## config.mk

```make
export PLATFORM = sky130hd
export DESIGN_NAME = d_cache_sa
export DESIGN_NICKNAME = d
export VERILOG_FILES = /design/src/rtl/d_cache_pkg.sv /design/src/rtl/d_cache_way.sv /design/src/rtl/d_cache_sa.sv
export SDC_FILE = /design/constraint.sdc
export NUM_CORES = 2
export LEC_CHECK = 0
export ABC_CLOCK_PERIOD_IN_PS = 16900
export CORE_MARGIN = 1
export CORE_UTILIZATION = 62
export CTS_CLUSTER_SIZE = 28
export DETAILED_ROUTE_END_ITERATION = 10
export DONT_BUFFER_PORTS = 1
export PLACE_DENSITY = 0.79
export SYNTH_ARGS = -nofsm -noshare
export SYNTH_HDL_FRONTEND = slang
export SYNTH_HIERARCHICAL = 1
export SYNTH_SLANG_ARGS = --single-unit
```

## constraint.sdc

```tcl
create_clock -name CLK -period 16.9 [get_ports CLK]
set_input_delay 3.38 -clock CLK [delete_from_list [all_inputs] [get_ports CLK]]
set_output_delay 3.38 -clock CLK [all_outputs]
set_load 0.02 [all_outputs]
```

## src/rtl/d_cache_pkg.sv

```systemverilog
// rtl/d_cache_pkg.sv - shared state encoding and address-field helpers for d_cache_sa
package d_cache_pkg;

  typedef enum logic [1:0] {
    ST_IDLE      = 2'd0,
    ST_WRITEBACK = 2'd1,
    ST_REFILL    = 2'd2
  } state_e;

  localparam int ADDR_W  = 32;
  localparam int DATA_W  = 32;
  localparam int OFS_LSB = 2;

  // Word-offset counter keeps at least one bit so single-word lines still have a counter.
  function automatic int calc_ofs_w(input int words);
    return (words > 1) ? $clog2(words) : 1;
  endfunction

  function automatic int calc_idx_w(input int sets);
    return $clog2(sets);
  endfunction

  function automatic int calc_idx_lsb(input int words);
    return OFS_LSB + $clog2(words);
  endfunction

  function automatic int calc_tag_lsb(input int sets, input int words);
    return calc_idx_lsb(words) + $clog2(sets);
  endfunction

  function automatic int calc_tag_w(input int sets, input int words);
    return ADDR_W - calc_tag_lsb(sets, words);
  endfunction

endpackage

```

## src/rtl/d_cache_way.sv

```systemverilog
// rtl/d_cache_way.sv - one cache way: valid/dirty/tag/data arrays, tag compare, one write port
module d_cache_way
  import d_cache_pkg::*;
#(
  parameter int SETS  = 8,
  parameter int WORDS = 4,
  parameter int IDX_W = 3,
  parameter int OFS_W = 2,
  parameter int TAG_W = 25
) (
  input  logic              clk_i,
  input  logic              rst_ni,
  input  logic [IDX_W-1:0]  idx_i,
  input  logic [OFS_W-1:0]  rd_ofs_i,
  input  logic [TAG_W-1:0]  cmp_tag_i,
  output logic              hit_o,
  output logic              valid_o,
  output logic              dirty_o,
  output logic [TAG_W-1:0]  tag_o,
  output logic [DATA_W-1:0] rdata_o,
  input  logic              wr_en_i,
  input  logic [OFS_W-1:0]  wr_ofs_i,
  input  logic [DATA_W-1:0] wr_data_i,
  input  logic              set_dirty_i,
  input  logic              fill_i,
  input  logic [TAG_W-1:0]  fill_tag_i
);

  logic [SETS-1:0]   valid_q;
  logic [SETS-1:0]   dirty_q;
  logic [TAG_W-1:0]  tag_q  [SETS];
  logic [DATA_W-1:0] data_q [SETS][WORDS];

  always_ff @(posedge clk_i or negedge rst_ni) begin
    if (!rst_ni) begin
      valid_q <= '0;
      dirty_q <= '0;
    end else if (fill_i) begin
      valid_q[idx_i] <= 1'b1;
      dirty_q[idx_i] <= 1'b0;
    end else if (wr_en_i && set_dirty_i) begin
      dirty_q[idx_i] <= 1'b1;
    end
  end

  // Tag and data storage carry no reset; valid gates every use of them.
  always_ff @(posedge clk_i) begin
    if (wr_en_i) data_q[idx_i][wr_ofs_i] <= wr_data_i;
    if (fill_i)  tag_q[idx_i]            <= fill_tag_i;
  end

  assign valid_o = valid_q[idx_i];
  assign dirty_o = dirty_q[idx_i];
  assign tag_o   = tag_q[idx_i];
  assign hit_o   = valid_o && (tag_o == cmp_tag_i);
  assign rdata_o = data_q[idx_i][rd_ofs_i];

endmodule

```

## src/rtl/d_cache_sa.sv

```systemverilog
// rtl/d_cache_sa.sv - set-associative write-back data cache; D_CACHE_STATS_EN adds hit/miss counters
module d_cache_sa
  import d_cache_pkg::*;
#(
  parameter int SETS  = 8,
  parameter int WAYS  = 2,
  parameter int WORDS = 4
) (
  input  logic        CLK,
  input  logic        RSTn,
  input  logic        REQ,
  input  logic        WE,
  input  logic [31:0] ADDR,
  input  logic [31:0] W_DATA,
  output logic [31:0] R_DATA,
  output logic        STALL,
  output logic        MEM_REQ,
  output logic        MEM_WE,
  output logic [31:0] MEM_ADDR,
  output logic [31:0] MEM_WDATA,
`ifdef D_CACHE_STATS_EN
  output logic [31:0] HIT_CNT,
  output logic [31:0] MISS_CNT,
`endif
  input  logic [31:0] MEM_RDATA,
  input  logic        MEM_ACK
);

  localparam int OFS_W   = calc_ofs_w(WORDS);
  localparam int IDX_W   = calc_idx_w(SETS);
  localparam int TAG_W   = calc_tag_w(SETS, WORDS);
  localparam int IDX_LSB = calc_idx_lsb(WORDS);
  localparam int TAG_LSB = calc_tag_lsb(SETS, WORDS);

  state_e            state_q;
  logic [OFS_W-1:0]  w_q;
  logic [IDX_W-1:0]  idx_q;
  logic [TAG_W-1:0]  rtag_q;
  logic              vic_q;
  logic [SETS-1:0]   lru_q;

  logic [OFS_W-1:0]  req_ofs, rd_ofs, wr_ofs;
  logic [IDX_W-1:0]  req_idx, way_idx;
  logic [TAG_W-1:0]  req_tag, mem_tag;
  logic [1:0]        way_hit, way_valid, way_dirty, wr_en_w, fill_w;
  logic [TAG_W-1:0]  way_tag   [2];
  logic [31:0]       way_rdata [2];
  logic [31:0]       wr_data;
  logic              set_dirty, hit_any, hit_way, victim, vic_dirty, last_word, idle_req;
  logic              unused_addr_bits;

  assign unused_addr_bits = ^ADDR[1:0];
  assign req_ofs = (WORDS > 1) ? ADDR[OFS_LSB +: OFS_W] : '0;
  assign req_idx = ADDR[IDX_LSB +: IDX_W];
  assign req_tag = ADDR[31 -: TAG_W];

  // Outside IDLE the arrays are addressed by the latched miss, not the live request.
  assign way_idx = (state_q == ST_IDLE) ? req_idx : idx_q;
  assign rd_ofs  = (state_q == ST_IDLE) ? req_ofs : w_q;

  for (genvar g = 0; g < 2; g++) begin : g_way
    if (g < WAYS) begin : g_inst
      d_cache_way #(
        .SETS(SETS), .WORDS(WORDS), .IDX_W(IDX_W), .OFS_W(OFS_W), .TAG_W(TAG_W)
      ) u_way (
        .clk_i      (CLK),
        .rst_ni     (RSTn),
        .idx_i      (way_idx),
        .rd_ofs_i   (rd_ofs),
        .cmp_tag_i  (req_tag),
        .hit_o      (way_hit[g]),
        .valid_o    (way_valid[g]),
        .dirty_o    (way_dirty[g]),
        .tag_o      (way_tag[g]),
        .rdata_o    (way_rdata[g]),
        .wr_en_i    (wr_en_w[g]),
        .wr_ofs_i   (wr_ofs),
        .wr_data_i  (wr_data),
        .set_dirty_i(set_dirty),
        .fill_i     (fill_w[g]),
        .fill_tag_i (rtag_q)
      );
    end else begin : g_tie
      assign way_hit[g]   = 1'b0;
      assign way_valid[g] = 1'b0;
      assign way_dirty[g] = 1'b0;
      assign way_tag[g]   = '0;
      assign way_rdata[g] = '0;
    end
  end

  assign hit_any   = |way_hit;
  assign hit_way   = way_hit[1];
  assign idle_req  = (state_q == ST_IDLE) && REQ;
  assign last_word = (w_q == OFS_W'(WORDS - 1));

  always_comb begin
    victim = 1'b0;
    if (!way_valid[0])                victim = 1'b0;
    else if (WAYS > 1 && !way_valid[1]) victim = 1'b1;
    else if (WAYS > 1)                victim = lru_q[req_idx];
  end
  assign vic_dirty = way_valid[victim] && way_dirty[victim];

  always_comb begin
    wr_en_w   = '0;
    fill_w    = '0;
    wr_data   = W_DATA;
    wr_ofs    = req_ofs;
    set_dirty = 1'b0;
    case (state_q)
      ST_IDLE: if (idle_req && hit_any && WE) begin
        wr_en_w[hit_way] = 1'b1;
        set_dirty        = 1'b1;
      end
      ST_REFILL: if (MEM_ACK) begin
        wr_en_w[vic_q] = 1'b1;
        fill_w[vic_q]  = last_word;
        wr_data        = MEM_RDATA;
        wr_ofs         = w_q;
      end
      default: ;
    endcase
  end

  always_ff @(posedge CLK or negedge RSTn) begin
    if (!RSTn) begin
      state_q <= ST_IDLE;
      w_q     <= '0;
      idx_q   <= '0;
      rtag_q  <= '0;
      vic_q   <= 1'b0;
      lru_q   <= '0;
    end else begin
      case (state_q)
        ST_IDLE: if (REQ) begin
          if (hit_any) begin
            lru_q[req_idx] <= ~hit_way;
          end else begin
            idx_q   <= req_idx;
            rtag_q  <= req_tag;
            vic_q   <= victim;
            w_q     <= '0;
            state_q <= vic_dirty ? ST_WRITEBACK : ST_REFILL;
          end
        end
        ST_WRITEBACK: if (MEM_ACK) begin
          w_q <= last_word ? '0 : w_q + OFS_W'(1);
          if (last_word) state_q <= ST_REFILL;
        end
        ST_REFILL: if (MEM_ACK) begin
          w_q <= last_word ? '0 : w_q + OFS_W'(1);
          if (last_word) begin
            lru_q[idx_q] <= ~vic_q;
            state_q      <= ST_IDLE;
          end
        end
        default: state_q <= ST_IDLE;
      endcase
    end
  end

  assign mem_tag   = (state_q == ST_WRITEBACK) ? way_tag[vic_q] : rtag_q;
  assign STALL     = (state_q != ST_IDLE) || (REQ && !hit_any);
  assign R_DATA    = (idle_req && !WE && hit_any) ? way_rdata[hit_way] : '0;
  assign MEM_REQ   = (state_q != ST_IDLE);
  assign MEM_WE    = (state_q == ST_WRITEBACK);
  assign MEM_WDATA = MEM_WE ? way_rdata[vic_q] : '0;
  assign MEM_ADDR  = MEM_REQ ? ((32'(mem_tag) << TAG_LSB) | (32'(idx_q) << IDX_LSB) | (32'(w_q) << 2))
                             : '0;

`ifdef D_CACHE_STATS_EN
  logic [31:0] hit_cnt_q, miss_cnt_q;

  always_ff @(posedge CLK or negedge RSTn) begin
    if (!RSTn) begin
      hit_cnt_q  <= '0;
      miss_cnt_q <= '0;
    end else if (idle_req) begin
      if (hit_any) hit_cnt_q  <= hit_cnt_q + 32'd1;
      else         miss_cnt_q <= miss_cnt_q + 32'd1;
    end
  end

  assign HIT_CNT  = hit_cnt_q;
  assign MISS_CNT = miss_cnt_q;
`endif

endmodule

```

Yosys cells after proc, flatten, opt, wreduce, memory -nomap -nowiden

Memory sizes are Yosys's and may differ from the RTL's.
Cells that the tools add are included.

Reductions and logical operators: 32
Mux-type cells: 92
Equality and inequality tests: 13
Order comparisons: 16
$add $sub $neg: 1
Bitwise operators: 17

Operators with widths:

| operator             | count |
|---|---|
| $mux W32             | 16 |
| $mux W128            | 2 |
| $bmux W32 S2         | 2 |
| $mux W25             | 4 |
| $demux W32 S2        | 1 |
| $mux W8              | 8 |
| $eq A25 B25 Y1       | 2 |
| $mux W2              | 18 |
| $or A32 B4 Y32       | 1 |
| $or A32 B7 Y32       | 1 |
| $or A8 B8 Y8         | 4 |
| $mux W1              | 24 |
| $logic_and A1 B1 Y1  | 17 |
| $and A8 B8 Y8        | 2 |
| $bwmux W8            | 2 |
| $pmux W8 S2          | 1 |
| $bmux W1 S3          | 5 |
| $lt A3 B4 Y1 const B | 3 |
| $ne A2 B2 Y1 const B | 5 |
| $reduce_bool A2 Y1   | 5 |
| $demux W1 S3         | 3 |
| $ge A3 B1 Y1 const B | 3 |
| $not A8 Y8           | 1 |
| $pmux W2 S2          | 2 |
| other kinds (24)     | 39 |

Register bits after elaboration: 73
Bits of input ports: 101
Output and inout port bits: 99
Memories kept: 4
Bits in writable memories: 2448
Logic and storage cells: 185

Memories:

| name                         | depth | bits a word | read ports | clocked after Yosys merged registers in | wr ports | RTL line          | text |
|---|---|---|---|---|---|---|---|
| g_way[0].g_inst.u_way.data_q | 8     | 128         | 1          | 0                                       | 1        | d_cache_way.sv:32 | `logic [DATA_W-1:0] data_q [SETS][WORDS];` |
| g_way[1].g_inst.u_way.data_q | 8     | 128         | 1          | 0                                       | 1        | d_cache_way.sv:32 |  |
| g_way[0].g_inst.u_way.tag_q  | 8     | 25          | 1          | 0                                       | 1        | d_cache_way.sv:31 | `logic [TAG_W-1:0] tag_q [SETS];` |
| g_way[1].g_inst.u_way.tag_q  | 8     | 25          | 1          | 0                                       | 1        | d_cache_way.sv:31 |  |

Longest topological paths before layout

Depth after elaboration: 14
Gate-level depth with buffers: 25
Mapped depth without buffers: 19

By module

The synthesis kept the hierarchy.

By module, submodules not included:

| module                               | times used | cells an instance | area an instance (um^2) | seq. area each (um^2) |
|---|---|---|---|---|
| d_cache_way at g_way[1].g_inst.u_way | 1          | 2741              | 47986.0                 | 37155.6 |
| d_cache_way at g_way[0].g_inst.u_way | 1          | 2740              | 47981.0                 | 37155.6 |
| d_cache_sa                           | 1          | 462               | 4165.2                  | 1026.0 |

Worst setup path after synthesis

Ideal clock, no wire load.

Path kind: input-to-output
From: input port ADDR[4]
To: output port R_DATA[13]
Slack: 6.923 ns
Required time: 13.520 ns
Arrival: 6.597 ns
Stages: 15
Path buffers: 6
Path through: clkbuf_1 > a21o_1 > buf_2 > buf_4 > buf_4 > and2_0 > a221oi_1 > xnor2_1 > nand2_1 > nor4b_1 > and4_1 > buf_2 > clkbuf_1 > mux2i_1 > nor2_1

RTL lines:

| item               | RTL line         | text |
|---|---|---|
| start: declaration | d_cache_sa.sv:13 | `input logic [31:0] ADDR,` |
| end: declaration   | d_cache_sa.sv:15 | `output logic [31:0] R_DATA,` |

==> impl_metrics.xml <==
<?xml version="1.0" encoding="UTF-8"?>
<metrics>
  <group name="clock_tree">
    <metric name="clockRootBuffer" unit="">sky130_fd_sc_hd__clkbuf_16</metric>
    <metric name="clock_path_buffers" unit="">3</metric>
    <metric name="number_of_sinks_handled_by_clock_tree_synthesis" unit="">2521</metric>
    <metric name="post_cts_resize_count" unit="">0</metric>
    <metric name="clock_insertion_delay_worst_skew" unit="ps">900</metric>
    <metric name="cts_post_setup_buffers_inserted" unit="">0</metric>
    <metric name="htreeDepth" unit="">4</metric>
    <metric name="tritoncts" unit="">built</metric>
    <metric name="cts.reportedPaths.clkPinSlew" unit="ps">60</metric>
    <metric name="postCtsHoldBufs" unit="">0</metric>
    <metric name="cts_buffers" unit="">231</metric>
  </group>
  <group name="power">
    <metric name="pwr-share-clk" unit="%">25.2</metric>
    <metric name="cellLeakagePower" unit="nW">35.2</metric>
    <metric name="swShare" unit="%">38.8</metric>
    <metric name="ratio_of_total_power_to_cell_area" unit="mW/mm²">184</metric>
    <metric name="p_int" unit="W">0.0124</metric>
    <metric name="power.sequential.fraction" unit="%">37.6</metric>
    <metric name="share_comb_of_total_power" unit="%">37.2</metric>
    <metric name="power_switching" unit="W">0.00789</metric>
    <metric name="vdd.ir_drop.worst" unit="mV">0.158</metric>
  </group>
  <group name="synth">
    <metric name="post_synth_instance_area" unit="mm²">0.100</metric>
    <metric name="yosys_warnings" unit="">6</metric>
    <metric name="post_synthesis_average_cell_area" unit="µm²">16.8</metric>
    <metric name="synth_seq_cells" unit="">2521</metric>
    <metric name="ys_types" unit="">90</metric>
    <metric name="number_of_synthesized_flops_with_an_enable_pin" unit="">2448</metric>
    <metric name="dominant_synthesized_flop_cell" unit="">sky130_fd_sc_hd__edfxtp_1</metric>
    <metric name="synthTopCellsByCount" unit="">sky130_fd_sc_hd__edfxtp_1 (2448), sky130_fd_sc_hd__mux2i_1 (413), sky130_fd_sc_hd__nor2_1 (357)</metric>
    <metric name="yosys_top_cell_by_area" unit="">sky130_fd_sc_hd__edfxtp_1</metric>
    <metric name="post-synth-top-area-fraction" unit="%">73.4</metric>
    <metric name="synth_most_common_cell" unit="">sky130_fd_sc_hd__edfxtp_1</metric>
    <metric name="register_area_share_after_synthesis" unit="%">75.2</metric>
    <metric name="synth.top_cells.by_area" unit="">sky130_fd_sc_hd__edfxtp_1 (73%), sky130_fd_sc_hd__mux2i_1 (4.1%), sky130_fd_sc_hd__mux2_2 (2.7%), sky130_fd_sc_hd__mux4_2 (1.9%), sky130_fd_sc_hd__dfrtp_1 (1.8%)</metric>
    <metric name="syn-instance-count" unit="">5943</metric>
    <metric name="ys_async_sr_fraction" unit="%">2.90</metric>
  </group>
  <group name="status">
    <metric name="result_of_the_run" unit="">completed</metric>
  </group>
  <group name="timing">
    <metric name="rsz0062_at_grt" unit="">false</metric>
    <metric name="max-slew-margin-rel" unit="%">4.34</metric>
    <metric name="timing.fmax" unit="GHz">0.0782</metric>
    <metric name="slew_at_the_pin_with_the_worst_max_slew_slack" unit="ps">1430</metric>
    <metric name="setup_total_negative_slack" unit="ps">0</metric>
    <metric name="final.setup_skew" unit="ps">89.5</metric>
    <metric name="fin_crit_sh" unit="%">75.6</metric>
    <metric name="finalSetupViolCount" unit="">0</metric>
    <metric name="finalHoldViolations" unit="">0</metric>
    <metric name="finalMaxSlewViolations" unit="">0</metric>
    <metric name="worst_slack" unit="ps">4120</metric>
    <metric name="min_period" unit="ps">12780</metric>
    <metric name="timing.hold.ws" unit="ps">462</metric>
  </group>
  <group name="route">
    <metric name="route.vias.total" unit="">60200</metric>
    <metric name="drt-wirelength-per-cell" unit="µm">35.0</metric>
    <metric name="drt_pre_antenna_iters" unit="">9</metric>
    <metric name="drt_drc_violations_left" unit="">0</metric>
    <metric name="detail_route.iter0.violations" unit="">10600</metric>
    <metric name="drtAntennaViolNets" unit="">0</metric>
    <metric name="viasPerCell" unit="">7.21</metric>
    <metric name="wirelength" unit="µm">292000</metric>
  </group>
  <group name="layout">
    <metric name="fin_util" unit="%">68.8</metric>
    <metric name="nNetsFinal" unit="">6083</metric>
    <metric name="seq_area" unit="mm²">0.0753</metric>
    <metric name="layout.filler_cells" unit="">9854</metric>
    <metric name="multi_input_area" unit="mm²">0.0233</metric>
    <metric name="syn2layout_area_growth" unit="%">10.2</metric>
    <metric name="drive_gt1_share" unit="%">16.3</metric>
  </group>
  <group name="worst_setup_path">
    <metric name="critPathSlowestCell" unit="">sky130_fd_sc_hd__o41ai_1</metric>
    <metric name="start_kind" unit="">input pin</metric>
    <metric name="cp_data_required_time" unit="ps">13520</metric>
    <metric name="worstSetupEndpointType" unit="">primary output</metric>
    <metric name="critical_path.max_stage_delay" unit="ps">920</metric>
    <metric name="critPathKind" unit="">in2out</metric>
    <metric name="timing.critical_path.cells" unit="">a21o_4 -&gt; buf_4 -&gt; nand2_1 -&gt; nor2_4 -&gt; buf_4 -&gt; a221o_1 -&gt; a221o_1 -&gt; a21oi_1 -&gt; o41ai_1 -&gt; mux2i_1 -&gt; nor2_1</metric>
    <metric name="worstPathArrival" unit="ps">9400</metric>
    <metric name="cp_max_fo" unit="">56</metric>
  </group>
  <group name="grt">
    <metric name="globalRouteOverflowTotal" unit="">0</metric>
    <metric name="grt_pass1_wl" unit="µm">409000</metric>
    <metric name="globalRouteTotalUtil" unit="%">35.5</metric>
    <metric name="grt_pass1_vias" unit="">58200</metric>
    <metric name="grt_start_max_net_pins" unit="">127</metric>
    <metric name="antenna_found_initial" unit="">13</metric>
  </group>
  <group name="floorplanning">
    <metric name="core" unit="mm²">0.160</metric>
    <metric name="die-width" unit="µm">404</metric>
    <metric name="start_util" unit="%">62.4</metric>
    <metric name="floorplan.die.height" unit="µm">404</metric>
    <metric name="num_io_pins" unit="">200</metric>
    <metric name="rows" unit="">147</metric>
    <metric name="fp.dieArea" unit="mm²">0.163</metric>
  </group>
  <group name="flow_run">
    <metric name="cap_violations" unit="">0</metric>
  </group>
  <group name="placement">
    <metric name="dp_hpwl" unit="µm">157000</metric>
    <metric name="gp_congestion" unit="">0.906</metric>
    <metric name="place_worst_setup_slack" unit="ps">4470</metric>
    <metric name="port_buffers" unit="">0</metric>
  </group>
  <group name="min_path">
    <metric name="hold_class" unit="">reg2reg</metric>
  </group>
</metrics>
## path summary, 6_finish.rpt
path	depth (start not counted)	startpoint	to	slack [ps]
worst min register to register	1	g_way[0].g_inst.u_way/valid_q[2]	g_way[0].g_inst.u_way/valid_q[2]	460
min in group asynchronous	0	RSTn	asynchronous set/reset pin	2180
worst min-delay path	1	g_way[0].g_inst.u_way/valid_q[2]	g_way[0].g_inst.u_way/valid_q[2]	460
worst max-delay path	11	ADDR[4]	R_DATA[31]	4120
max in group asynchronous	0	RSTn	asynchronous set/reset pin	14530
worst max register to register	19	state_q[0]	g_way[0].g_inst.u_way/data_q[2][79]	7210
## through the flow
stage | area [µm²] | power [W] | std cells
CTS | 110000 | 0.0200 | 8333
detailed placement | 103000 | 0.0150 | 7905
finish | 110000 | 0.0203 | 8342
floorplan | 100000 | 0.0122 | 5944
global placement | 103000 | 0.0148 | 7905
global route | 110000 | 0.0207 | 8339
## placed cells by master, fill, tap and decap left out, types with 86 or more instances in the layout
cell type,count
sky130_fd_sc_hd__a22oi_1,176
sky130_fd_sc_hd__edfxtp_1,2448
sky130_fd_sc_hd__clkbuf_16,233
sky130_fd_sc_hd__mux2i_1,413
sky130_fd_sc_hd__mux4_2,86
sky130_fd_sc_hd__nor2_1,282
sky130_fd_sc_hd__nand2_1,277
sky130_fd_sc_hd__a221oi_1,147
sky130_fd_sc_hd__buf_4,192
sky130_fd_sc_hd__a21oi_1,327
sky130_fd_sc_hd__mux2_2,238
sky130_fd_sc_hd__o21ai_0,204
## final cells by class
| class | count | area share, % |
|---|---|---|
| Clock inverter | 147 | 1.30 |
| Sequential cell | 2521 | 68.3 |
| Antenna cell | 9 | 0.0204 |
| Inverter | 12 | 0.0431 |
| Tap cell | 2160 | 2.45 |
| Clock buffer | 281 | 5.45 |
| Timing Repair Buffer | 197 | 1.40 |
| Multi-Input combinational cell | 3015 | 21.1 |
## kinds of logic after synthesis
| group | share of synthesized area, % |
|---|---|
| compound gates | 9.14 |
| xor+xnor | 0.411 |
| fa+ha+maj | 0.0500 |
| buf+inv | 2.21 |
| flops | 75.2 |
| mux | 9.03 |
| other cells | 0.00375 |
| simple gates | 3.92 |
## routing by layer
| layer | part of all wire [%] | global-route usage, % | vias up |
|---|---|---|---|
| met5 | 0.019 | 0 | - |
| met4 | 5.1 | 16.5 | 8 |
| met3 | 17 | 11.1 | 982 |
| met2 | 45 | 53.6 | 5435 |
| met1 | 33 | 47.3 | 29900 |
| li1 | - | - | 23800 |
## worst max-delay path: cells and delay by family
family	cells	cell delay, ps
and+or+nand+nor	3	2100
AOI/OAI and AO/OA	5	1850
buffers and inverters	2	1450
muxes	1	510
## registers in the layout, indices dropped and copies added (netlist names), named ones only
| signal | count |
|---|---|
| g_way.g_inst.u_way/tag_q | 400 |
| rtag_q | 25 |
| idx_q | 3 |
| state_q | 2 |
| vic_q | 1 |
| g_way.g_inst.u_way/data_q | 2048 |
| g_way.g_inst.u_way/valid_q | 16 |
| w_q | 2 |
| lru_q | 8 |
## power groups by stage
stage	logic, W	registers (W)	clock network, W
after detailed placement	0.00720	0.00776	0
after global routing	0.00773	0.00765	0.00536
final	0.00757	0.00764	0.00513
after floorplan	0.00453	0.00765	0
after CTS	0.00727	0.00763	0.00513
after global placement	0.00705	0.00773	0
(Power assumes the default switching activity.)
